==> src/rtl/demux4_deser_pkg.sv <==
// Shared slot definitions for the 4:1 channel mux and its receive-side demux.
package demux_pkg;

  localparam int unsigned NUM_SLOTS = 4;
  localparam int unsigned SEL_W     = 2;

  typedef logic [SEL_W-1:0] slot_t;

  localparam slot_t SLOT0 = 2'd0;
  localparam slot_t SLOT1 = 2'd1;
  localparam slot_t SLOT2 = 2'd2;
  localparam slot_t SLOT3 = 2'd3;

endpackage

==> src/rtl/demux4_deser_slot_cnt4.sv <==
// Modulo-4 slot counter; clr_i forces the effective slot to 0 before inc_i applies.
module slot_cnt4
  import demux_pkg::*;
(
  input  logic  clk_i,
  input  logic  rst_i,
  input  logic  inc_i,
  input  logic  clr_i,
  output slot_t slot_o,
  output logic  wrap_o
);

  slot_t slot_q, slot_d;
  slot_t eslot;

  always_comb begin
    eslot  = clr_i ? SLOT0 : slot_q;
    slot_d = eslot;
    if (inc_i) slot_d = eslot + slot_t'(1);
  end

  // A clear coinciding with an increment lands on slot 1, never wraps.
  assign wrap_o = inc_i && (eslot == SLOT3);
  assign slot_o = slot_q;

  always_ff @(posedge clk_i or posedge rst_i) begin
    if (rst_i) slot_q <= SLOT0;
    else       slot_q <= slot_d;
  end

endmodule

==> src/rtl/demux4_deser.sv <==
// Recovers four parallel lanes from a slot-rotated serial stream, with frame sync.
module demux4_deser
  import demux_pkg::*;
#(
  parameter int unsigned WIDTH = 1
) (
  input  logic             clk,
  input  logic             rst,
  input  logic [WIDTH-1:0] in,
  input  logic             in_vld,
  input  logic             sync,
  output logic [WIDTH-1:0] out0,
  output logic [WIDTH-1:0] out1,
  output logic [WIDTH-1:0] out2,
  output logic [WIDTH-1:0] out3,
  output logic             out_vld,
  output logic [1:0]       sel,
  output logic             err
);

  slot_t            slot;
  slot_t            eslot;
  logic             wrap;
  logic [WIDTH-1:0] stage_q [3];
  logic [WIDTH-1:0] stage_d [3];
  logic [WIDTH-1:0] out_q   [4];
  logic [WIDTH-1:0] out_d   [4];
  logic             vld_q, vld_d;
  logic             err_q, err_d;

  slot_cnt4 u_cnt (
    .clk_i  (clk),
    .rst_i  (rst),
    .inc_i  (in_vld),
    .clr_i  (sync),
    .slot_o (slot),
    .wrap_o (wrap)
  );

  assign eslot = (sync && in_vld) ? SLOT0 : slot;

  always_comb begin
    stage_d = stage_q;
    out_d   = out_q;
    vld_d   = 1'b0;
    // Any sync seen while mid-frame discards the partial frame.
    err_d   = sync && (slot != SLOT0);
    if (wrap) begin
      out_d[0] = stage_q[0];
      out_d[1] = stage_q[1];
      out_d[2] = stage_q[2];
      out_d[3] = in;
      vld_d    = 1'b1;
    end else if (in_vld) begin
      stage_d[eslot] = in;
    end
  end

  always_ff @(posedge clk or posedge rst) begin
    if (rst) begin
      for (int unsigned i = 0; i < 3; i++) stage_q[i] <= '0;
      for (int unsigned i = 0; i < 4; i++) out_q[i]   <= '0;
      vld_q <= 1'b0;
      err_q <= 1'b0;
    end else begin
      stage_q <= stage_d;
      out_q   <= out_d;
      vld_q   <= vld_d;
      err_q   <= err_d;
    end
  end

  assign out0    = out_q[0];
  assign out1    = out_q[1];
  assign out2    = out_q[2];
  assign out3    = out_q[3];
  assign out_vld = vld_q;
  assign err     = err_q;
  assign sel     = slot;

endmodule

==> config.mk <==
export PLATFORM = sky130hd
export DESIGN_NAME = demux4_deser
export DESIGN_NICKNAME = d
export VERILOG_FILES = /design/src/rtl/demux4_deser_pkg.sv /design/src/rtl/demux4_deser_slot_cnt4.sv /design/src/rtl/demux4_deser.sv
export SDC_FILE = /design/constraint.sdc
export NUM_CORES = 1
export LEC_CHECK = 0
export ABC_AREA = 1
export CAP_MARGIN = 5
export CORE_AREA = 4 4 41 43
export DETAILED_ROUTE_END_ITERATION = 8
export DIE_AREA = 0 0 45 47
export PLACE_DENSITY = 0.76
export REMOVE_ABC_BUFFERS = 1
export SLEW_MARGIN = 20
export SYNTH_ARGS = -nofsm -noshare
export SYNTH_HDL_FRONTEND = slang
export SYNTH_HIERARCHICAL = 1
export SYNTH_SLANG_ARGS = --single-unit
==> constraint.sdc <==
create_clock -name clk -period 1.95 [get_ports clk]
set_clock_uncertainty 0.05 [all_clocks]
set_input_delay 0.39 -clock clk [delete_from_list [all_inputs] [get_ports clk]]
set_output_delay 0.39 -clock clk [all_outputs]
set_load 0.005 [all_outputs]
# Yosys cells after proc, flatten, opt, wreduce, memory -nomap -nowiden
# Index checks and enable logic that the tools add are counted.
dict set report word_totals {
  mem_bits_ro 0
  register_bits 11
  out_inout_bits 8
  latchBits 0
  mem_bits_rw 0
  n_memories 0
  input_bits 5
}
dict set report op_classes {
  reduce_logical 6
  bitwise 2
  n_eq_ne 1
  shifts 0
  n_lt_le_gt_ge 2
  n_mux 7
  div_mod_pow 0
  n_mul 0
  n_addsub 1
}
# op n
set ops {}
lappend ops {{two-way mux 2 bit} 3}
lappend ops {{logical AND 1 bit} 4}
lappend ops {{bitwise mux 3 bit} 1}
lappend ops {{>= comparator 3 bit (second input constant)} 1}
lappend ops {{< comparator 3 x 1 -> 1 bit (second input constant)} 1}
lappend ops {{inverter 2 -> 3 bit} 1}
lappend ops {{adder 2 x 1 -> 2 bit (second input constant)} 1}
lappend ops {{demux 1 bit (select 2 bit)} 1}
lappend ops {{equality test 2 bit (second input constant)} 1}
lappend ops {{two-way mux 1 bit} 2}
lappend ops {{AND reduction 2 bit} 1}
lappend ops {{nonzero test 2 bit} 1}
lappend ops {{inverter 1 bit} 1}

# Logic depth before layout (Yosys ltp)
# Gate-level depths: netlist (run 1).
dict set report logic_depth {
  word_depth 8
  mapped_depth 12
  depth_no_buf 12
}

# By module
# Netlist (run 1), hierarchy kept.
# mod area_per_inst_um2 seq_area_each_um2 cells_per_inst instances
set modules_own_cells {}
lappend modules_own_cells {demux4_deser 381.6 225.2 44 1}
lappend modules_own_cells {slot_cnt4 121.4 50.0 18 1}

# Worst setup path after synthesis (run 1)
# OpenSTA, ideal clock, no wires.
dict set report synth_path {
  path_type {register to register}
  start {register u_cnt.slot_q[0] (netlist: u_cnt/slot_o[0])}
  end {register stage_q[0] in the netlist's numbering}
  arrival_ns 1.239
  path_buffers 0
  period_less_slack_ns 1.406
  slack_ns 0.544
  stages_incl_launch_ff 12
  cell_sequence {dfrtp_1 -> nand2_1 -> inv_1 -> ha_1 -> nand2_1 -> inv_1 -> inv_2 -> nand2_4 -> nor2_2 -> nand2_1 -> nand2_1 -> nand2_1}
}
dict set report synth_via {
  elab_chain_cells 7
  word_cells_on_any_way 13
}
# element line
set synth_rtl {}
lappend synth_rtl {{from (decl)} demux4_deser_slot_cnt4.sv:13} ;# slot_t slot_q, slot_d;
lappend synth_rtl {{from (signal assigned)} demux4_deser_slot_cnt4.sv:28} ;# else slot_q <= slot_d;
lappend synth_rtl {{two-way mux 2 bit} demux4_deser.sv:40} ;# assign eslot = (sync && in_vld) ? SLOT0 : slot;
lappend synth_rtl {{inverter 2 -> 3 bit (not written as such)} demux4_deser.sv:55} ;# stage_d[eslot] = in;
lappend synth_rtl {{>= comparator 3 bit (not written as such) or < comparator 3 x 1 -> 1 bit (tied branches)} demux4_deser.sv:55}
lappend synth_rtl {{logical AND 1 bit (not written as such)} demux4_deser.sv:55}
lappend synth_rtl {{two-way mux 1 bit (not written as such)} demux4_deser.sv:55}
lappend synth_rtl {{demux 1 bit (select 2 bit)} demux4_deser.sv:55}
lappend synth_rtl {{bitwise mux 3 bit} demux4_deser.sv:55}
lappend synth_rtl {{to (signal assigned)} demux4_deser.sv:66} ;# stage_q <= stage_d;
lappend synth_rtl {{to (decl)} demux4_deser.sv:24} ;# logic [WIDTH-1:0] stage_q [3];
# Several ways; a longest one is shown, not always the timed one.
# A chain may end at the register's enable or synchronous reset.

# Final worst setup path (run 1)
dict set report layout_path {
  start {register u_cnt.slot_q[0] (netlist: u_cnt/slot_o[0])}
  end {output sel[0]}
}
# element line
set layout_lines {}
lappend layout_lines {{to (decl)} demux4_deser.sv:17} ;# output logic [1:0] sel,
# No word-level cell between the ends.

==> results.sh, run 1 <==
export IMPL_outcome="completed"
export IMPL_cp_start_kind="register"
export IMPL_first_global_vias=450
export IMPL_power_sequential_fraction_pct=50.5
export IMPL_mean_routed_wirelength_per_cell_um=10.1
export IMPL_netSwitchingPower_uw=164
export IMPL_crit_path_max_incr_delay_ns=0.55
export IMPL_rsz0062_at_grt="false"
export IMPL_post_route_hold_slack_ns=0.246
export IMPL_swShare_pct=27.8
export IMPL_timing_critical_path_buf_inv=1
export IMPL_io_pins=13
export IMPL_grt_pass1_wl_um=1800
export IMPL_worstSkewPairLatency_ns=0.26
export IMPL_mean_instance_size_in_the_synthesized_netlist_um2=8.11
export IMPL_drv_cap=0
export IMPL_grt_overflow=0
export IMPL_diodes=0
export IMPL_critical_path_slowest_cell="clkdlybuf4s50_1"
export IMPL_grtUsageTotal_pct=12.1
export IMPL_postCtsSetupBuffers=0
export IMPL_finalHoldViolations=0
export IMPL_ant_nets=0
export IMPL_drive_gt1_share_pct=12.3
export IMPL_critPathTopFamily="buffers and inverters"
export IMPL_p_per_area_mw_per_mm2=854
export IMPL_max_freq_mhz=579
export IMPL_finalCoreUtilization_pct=53.2
export IMPL_timing_slew_headroom_pct=77.2
export IMPL_die_area_mm2=0.00212
export IMPL_layoutNonFillerInstCount=96
export IMPL_wirelength_um=974
export IMPL_totalPowerFinal_uw=591
export IMPL_core_region_area_mm2=0.00130
export IMPL_chipWidth_um=45
export IMPL_worst_endpoint_required_time_ns=1.51
export IMPL_layout_min_cycle_time_ns=1.73
export IMPL_postSynthRegisterBits=11
export IMPL_post_placement_cell_area_um2=664
export IMPL_cts_inserted_buffers=3
export IMPL_placement_setup_worst_slack_ns=-0.00184
export IMPL_port_buffers=12
export IMPL_worst_endpoint_arrival_ns=1.29
export IMPL_worstPathCellList="clkdlybuf4s50_1"
export IMPL_htree_num_levels=1
export IMPL_cell_internal_pwr_uw=427
export IMPL_drc_errors_left=0
export IMPL_worstSetupPathType="register to output port"
export IMPL_share_clk_of_total_power_pct=26.0
export IMPL_vdd_ir_drop_worst_mv=0.452
export IMPL_final_net_count=88
export IMPL_cellLeakagePower_nw=0.379
export IMPL_path_clk_slew_ns=0.07
export IMPL_hold_class="input pin to async pin"
export IMPL_placedCellCount=92
export IMPL_combinationalPowerShare_pct=23.5
export IMPL_yosysSeqAreaShare_pct=54.7
export IMPL_grt_antenna_before_repair=0
export IMPL_cts_buffer_depth=2
export IMPL_areaGrowthSynthToFinish_pct=37.6
export IMPL_pin_slew_with_the_least_headroom_to_its_limit_ns=0.341
export IMPL_synth_cell_types=13
export IMPL_cts_num_sinks=11
export IMPL_first_pass_iters=2
export IMPL_cts_tree="yes"
export IMPL_timing_critical_path_to_type="output port"
export IMPL_timing_final_crit_share_pct=88.6
export IMPL_effective_utilization_at_floorplan_pct=38.7
export IMPL_path_max_fanout=7
export IMPL_totalNegativeSetupSlack_ns=0
export IMPL_via_per_inst=4.64
export IMPL_gp_congestion=0.799
export IMPL_mappedNetlistArea_um2=503
export IMPL_clock_root_buffer="clkbuf_4"
export IMPL_place_detailed_hpwl_um=794
export IMPL_post_cts_resized=0
export IMPL_yosysWarningCount=6
export IMPL_placement_row_count=13
export IMPL_timing_final_max_slew_violations=0
export IMPL_fin_ws_ns=0.223
export IMPL_initialDrtViolationCount=5
export IMPL_layout_cell_area_non_filler_um2=692
export IMPL_filler_cell_count=132
export IMPL_dr_total_vias=445
export IMPL_pin_count_of_the_biggest_net_entering_global_routing=10
export IMPL_cts_hold_fix_buffers=0
export IMPL_report_final_setup_viol=0
export IMPL_die_height_um=47
export IMPL_synth_cells=62
cells in the mapped netlist:
cell,n,share of area (%)
nor2_2,1,1.2
o21a_1,1,1.5
a21oi_1,1,0.99
ha_1,1,2.5
inv_2,1,0.75
dfrtp_1,11,55
nand2_1,25,19
nand2_4,1,2.2
o21ai_0,2,2.0
inv_1,10,7.5
o21bai_1,1,1.5
nor2_1,2,1.5
nand3_1,5,5.0
worst paths after layout:
kind / from / to / slack (ns) / depth (start not counted)
max: u_cnt/slot_o[0] / sel[0] / 0.22 / 1
min: rst / u_cnt/slot_o[1] / 0.25 / 2
max reg2reg: u_cnt/slot_o[0] / stage_q[0] / 0.48 / 11
min reg2reg: out0 / out0 / 0.42 / 2
max in group asynchronous: rst / out0 / 1.24 / 2
min in group clk: out0 / out0 / 0.42 / 2
flip-flops by register name, indices dropped and copies added (netlist names):
register      count
stage_q           3
u_cnt/slot_o      2
err               1
out0              1
out1              1
out2              1
out3              1
out_vld           1
per-layer routing:
layer / wire length, um / GRT usage [%]
met5: 0 / 0
met2: 518 / 21.5
met3: 48 / 4.60
met4: 6 / 7.02
met1: 400 / 12.1
power groups by stage:
stage | clock network [mW] | logic [mW] | registers [mW]
floorplan | 0 | 0.0587 | 0.300
global placement | 0 | 0.135 | 0.301
detailed placement | 0 | 0.142 | 0.304
CTS | 0.157 | 0.143 | 0.299
global route | 0.175 | 0.158 | 0.305
finish | 0.154 | 0.139 | 0.299
cells by family (layout without fill, tap and decap cells):
logic type,count (synthesis),in the layout,share of synthesized area [%]
buf+inv,11,30,8.21
simple gates,34,34,28.6
fa+ha+maj,1,1,2.49
flops,11,11,54.7
compound gates,5,5,5.97
layout by cell type (no fill, tap or decap):
cell and instances:
a21oi_1 1, nor2_2 1, ha_1 1, dfrtp_1 11, inv_2 1, inv_1 10, buf_4 3, clkdlybuf4s50_1 12
nand3_1 5, o21bai_1 1, nand2_1 25, o21ai_0 2, clkbuf_4 3, o21a_1 1, nor2_1 2, clkinv_2 1
nand2_4 1
layout make-up:
cell class	count	area (um2)	share of cell area, %
repair buffers	15	143	20.6
flip-flops and latches	11	275	39.8
clock inverters	1	5.00	0.723
inverters	11	41.3	5.97
well taps	15	18.8	2.71
multi-input cells	40	186	26.9
clock buffers	3	22.5	3.25
Power figures use the tool's default switching activity.
==> inputs of run 2 (changes only) <==
Settings changed: CELL_PAD_IN_SITES_DETAIL_PLACEMENT set to 2, CELL_PAD_IN_SITES_GLOBAL_PLACEMENT set to 2, CORE_AREA 4 4 41 43 to not set, CORE_MARGIN set to 4, CORE_UTILIZATION set to 25, DIE_AREA 0 0 45 47 to not set, PLACE_DENSITY 0.76 to 0.85.
==> results.sh, run 2 (synthesis results as in run 1) <==
export IMPL_first_pass_iters=4
export IMPL_final_cell_mix="nand2_1 (25), clkdlybuf4s50_1 (12), dfrtp_1 (11)"
export IMPL_report_final_setup_viol=0
export IMPL_ant_nets=0
export IMPL_postCtsSetupBuffers=0
export IMPL_path_clk_slew_ns=0.07
export IMPL_timing_critical_path_buf_inv=1
export IMPL_max_freq_mhz=567
export IMPL_critPathTopFamily="buffers and inverters"
export IMPL_worst_endpoint_arrival_ns=1.32
export IMPL_diodes=0
export IMPL_filler_cell_count=213
export IMPL_grt_pass1_wl_um=2690
export IMPL_rsz0062_at_grt="false"
export IMPL_worstSkewPairLatency_ns=0.26
export IMPL_vdd_ir_drop_worst_mv=0.293
export IMPL_timing_final_max_slew_violations=0
export IMPL_pin_slew_with_the_least_headroom_to_its_limit_ns=0.354
export IMPL_htree_num_levels=1
export IMPL_drv_cap=0
export IMPL_worstSetupPathType="register to output port"
export IMPL_placement_setup_worst_slack_ns=-0.0524
export IMPL_grt_overflow=0
export IMPL_hold_class="input pin to async pin"
export IMPL_crit_path_max_incr_delay_ns=0.56
export IMPL_place_detailed_hpwl_um=1100
export IMPL_path_max_fanout=7
export IMPL_io_pins=13
export IMPL_mostFrequentLayoutCell="nand2_1"
export IMPL_p_per_area_mw_per_mm2=838
export IMPL_port_buffers=12
export IMPL_die_area_mm2=0.00279
export IMPL_timing_critical_path_to_type="output port"
export IMPL_number_of_flip_flops_in_the_largest_register=3
export IMPL_drc_errors_left=0
export IMPL_chipWidth_um=52.9
export IMPL_gp_congestion=0.657
export IMPL_core_region_area_mm2=0.00182
export IMPL_grt_antenna_before_repair=0
export IMPL_timing_final_crit_share_pct=90.5
export IMPL_die_height_um=52.9
export IMPL_top_register="stage_q"
export IMPL_via_per_inst=4.20
export IMPL_dr_total_vias=458
export IMPL_clock_root_buffer="clkbuf_4"
export IMPL_worst_endpoint_required_time_ns=1.51
export IMPL_pin_count_of_the_biggest_net_entering_global_routing=10
export IMPL_cellLeakagePower_nw=0.390
export IMPL_critical_path_slowest_cell="clkdlybuf4s50_1"
export IMPL_cts_num_sinks=11
export IMPL_post_placement_cell_area_um2=699
export IMPL_cts_hold_fix_buffers=0
export IMPL_worstPathCellList="clkdlybuf4s50_1"
export IMPL_layout_min_cycle_time_ns=1.76
export IMPL_fin_ws_ns=0.186
export IMPL_timing_slew_headroom_pct=76.4
export IMPL_finalHoldViolations=0
export IMPL_outcome="completed"
export IMPL_cts_inserted_buffers=3
export IMPL_areaGrowthSynthToFinish_pct=44.3
export IMPL_regArea_um2=275
export IMPL_wirelength_um=1450
export IMPL_post_cts_resized=0
export IMPL_post_route_hold_slack_ns=0.263
export IMPL_cts_tree="yes"
export IMPL_effective_utilization_at_floorplan_pct=27.6
export IMPL_drive_gt1_share_pct=14.3
export IMPL_final_net_count=91
export IMPL_grtUsageTotal_pct=13.8
export IMPL_layout_cell_area_non_filler_um2=726
export IMPL_mean_routed_wirelength_per_cell_um=13.3
export IMPL_multiInputGateArea_um2=186
export IMPL_cp_start_kind="register"
export IMPL_placement_row_count=15
export IMPL_initialDrtViolationCount=7
export IMPL_first_global_vias=558
export IMPL_cts_buffer_depth=2
export IMPL_r2r_setup_slack_ns=0.41
-- run 2: cell types whose count changed in the layout (fill, tap and decap cells not counted) --
cell and delta:
buf_4 +3, clkbuf_1 +1, clkinv_2 -1
-- run 2: stage by stage --
| stage | util, % | power [mW] | std cells | setup TNS [ns] |
|---|---|---|---|---|
| floorplan | - | 0.359 | 62 | 0 |
| global placement | 38.4 | 0.442 | 105 | 0 |
| detailed placement | 38.4 | 0.457 | 105 | -0.107 |
| CTS | 39.9 | 0.620 | 109 | 0 |
| global route | 39.9 | 0.664 | 109 | 0 |
| finish | 39.9 | 0.608 | 109 | 0 |
-- run 2: path summary, 6_finish.rpt --
path                                       from         endpoint  cells after the start
min in group clk                           out0             out0                      2
worst max register to register  u_cnt/slot_o[0]       stage_q[2]                     11
worst min register to register             out0             out0                      2
max in group asynchronous                   rst       stage_q[1]                      2
worst min-delay path                        rst  u_cnt/slot_o[0]                      2
worst max-delay path            u_cnt/slot_o[0]           sel[0]                      1
-- run 2: report_power, final --
group          total (mW)  leakage [nW]  internal, mW  switching [mW]
logic               0.152         0.233        0.0838          0.0678
clock network       0.156        0.0150        0.0792          0.0770
registers           0.300         0.142         0.272          0.0287
total               0.608         0.390         0.434           0.174
-- run 2: per-layer routing --
layer / vias up / part of all wire [%] / GRT usage (%)
met3: 2 / 4.0 / 2.82
li1: 231 / - / -
met2: 10 / 51 / 23.8
met4: 0 / 1.2 / 7.66
met5: - / 0 / 0
met1: 215 / 44 / 15.7
-- run 2: layout make-up --
| type | count | share of cell area (%) |
|---|---|---|
| flip-flops and latches | 11 | 37.9 |
| multi-input cells | 40 | 25.7 |
| repair buffers | 18 | 22.8 |
| inverters | 11 | 5.69 |
| well taps | 25 | 4.31 |
| clock buffers | 4 | 3.62 |
-- run 2: worst register-to-register path: stages, from the launching register on --
cell and delay (ns):
dfrtp_1 0.48, nand2_1 0.13, inv_1 0.06, ha_1 0.18, nand2_1 0.05, inv_1 0.06
inv_2 0.07, nand2_4 0.06, inv_1 0.08, nand2_1 0.07, nand2_1 0.08, nand2_1 0.06
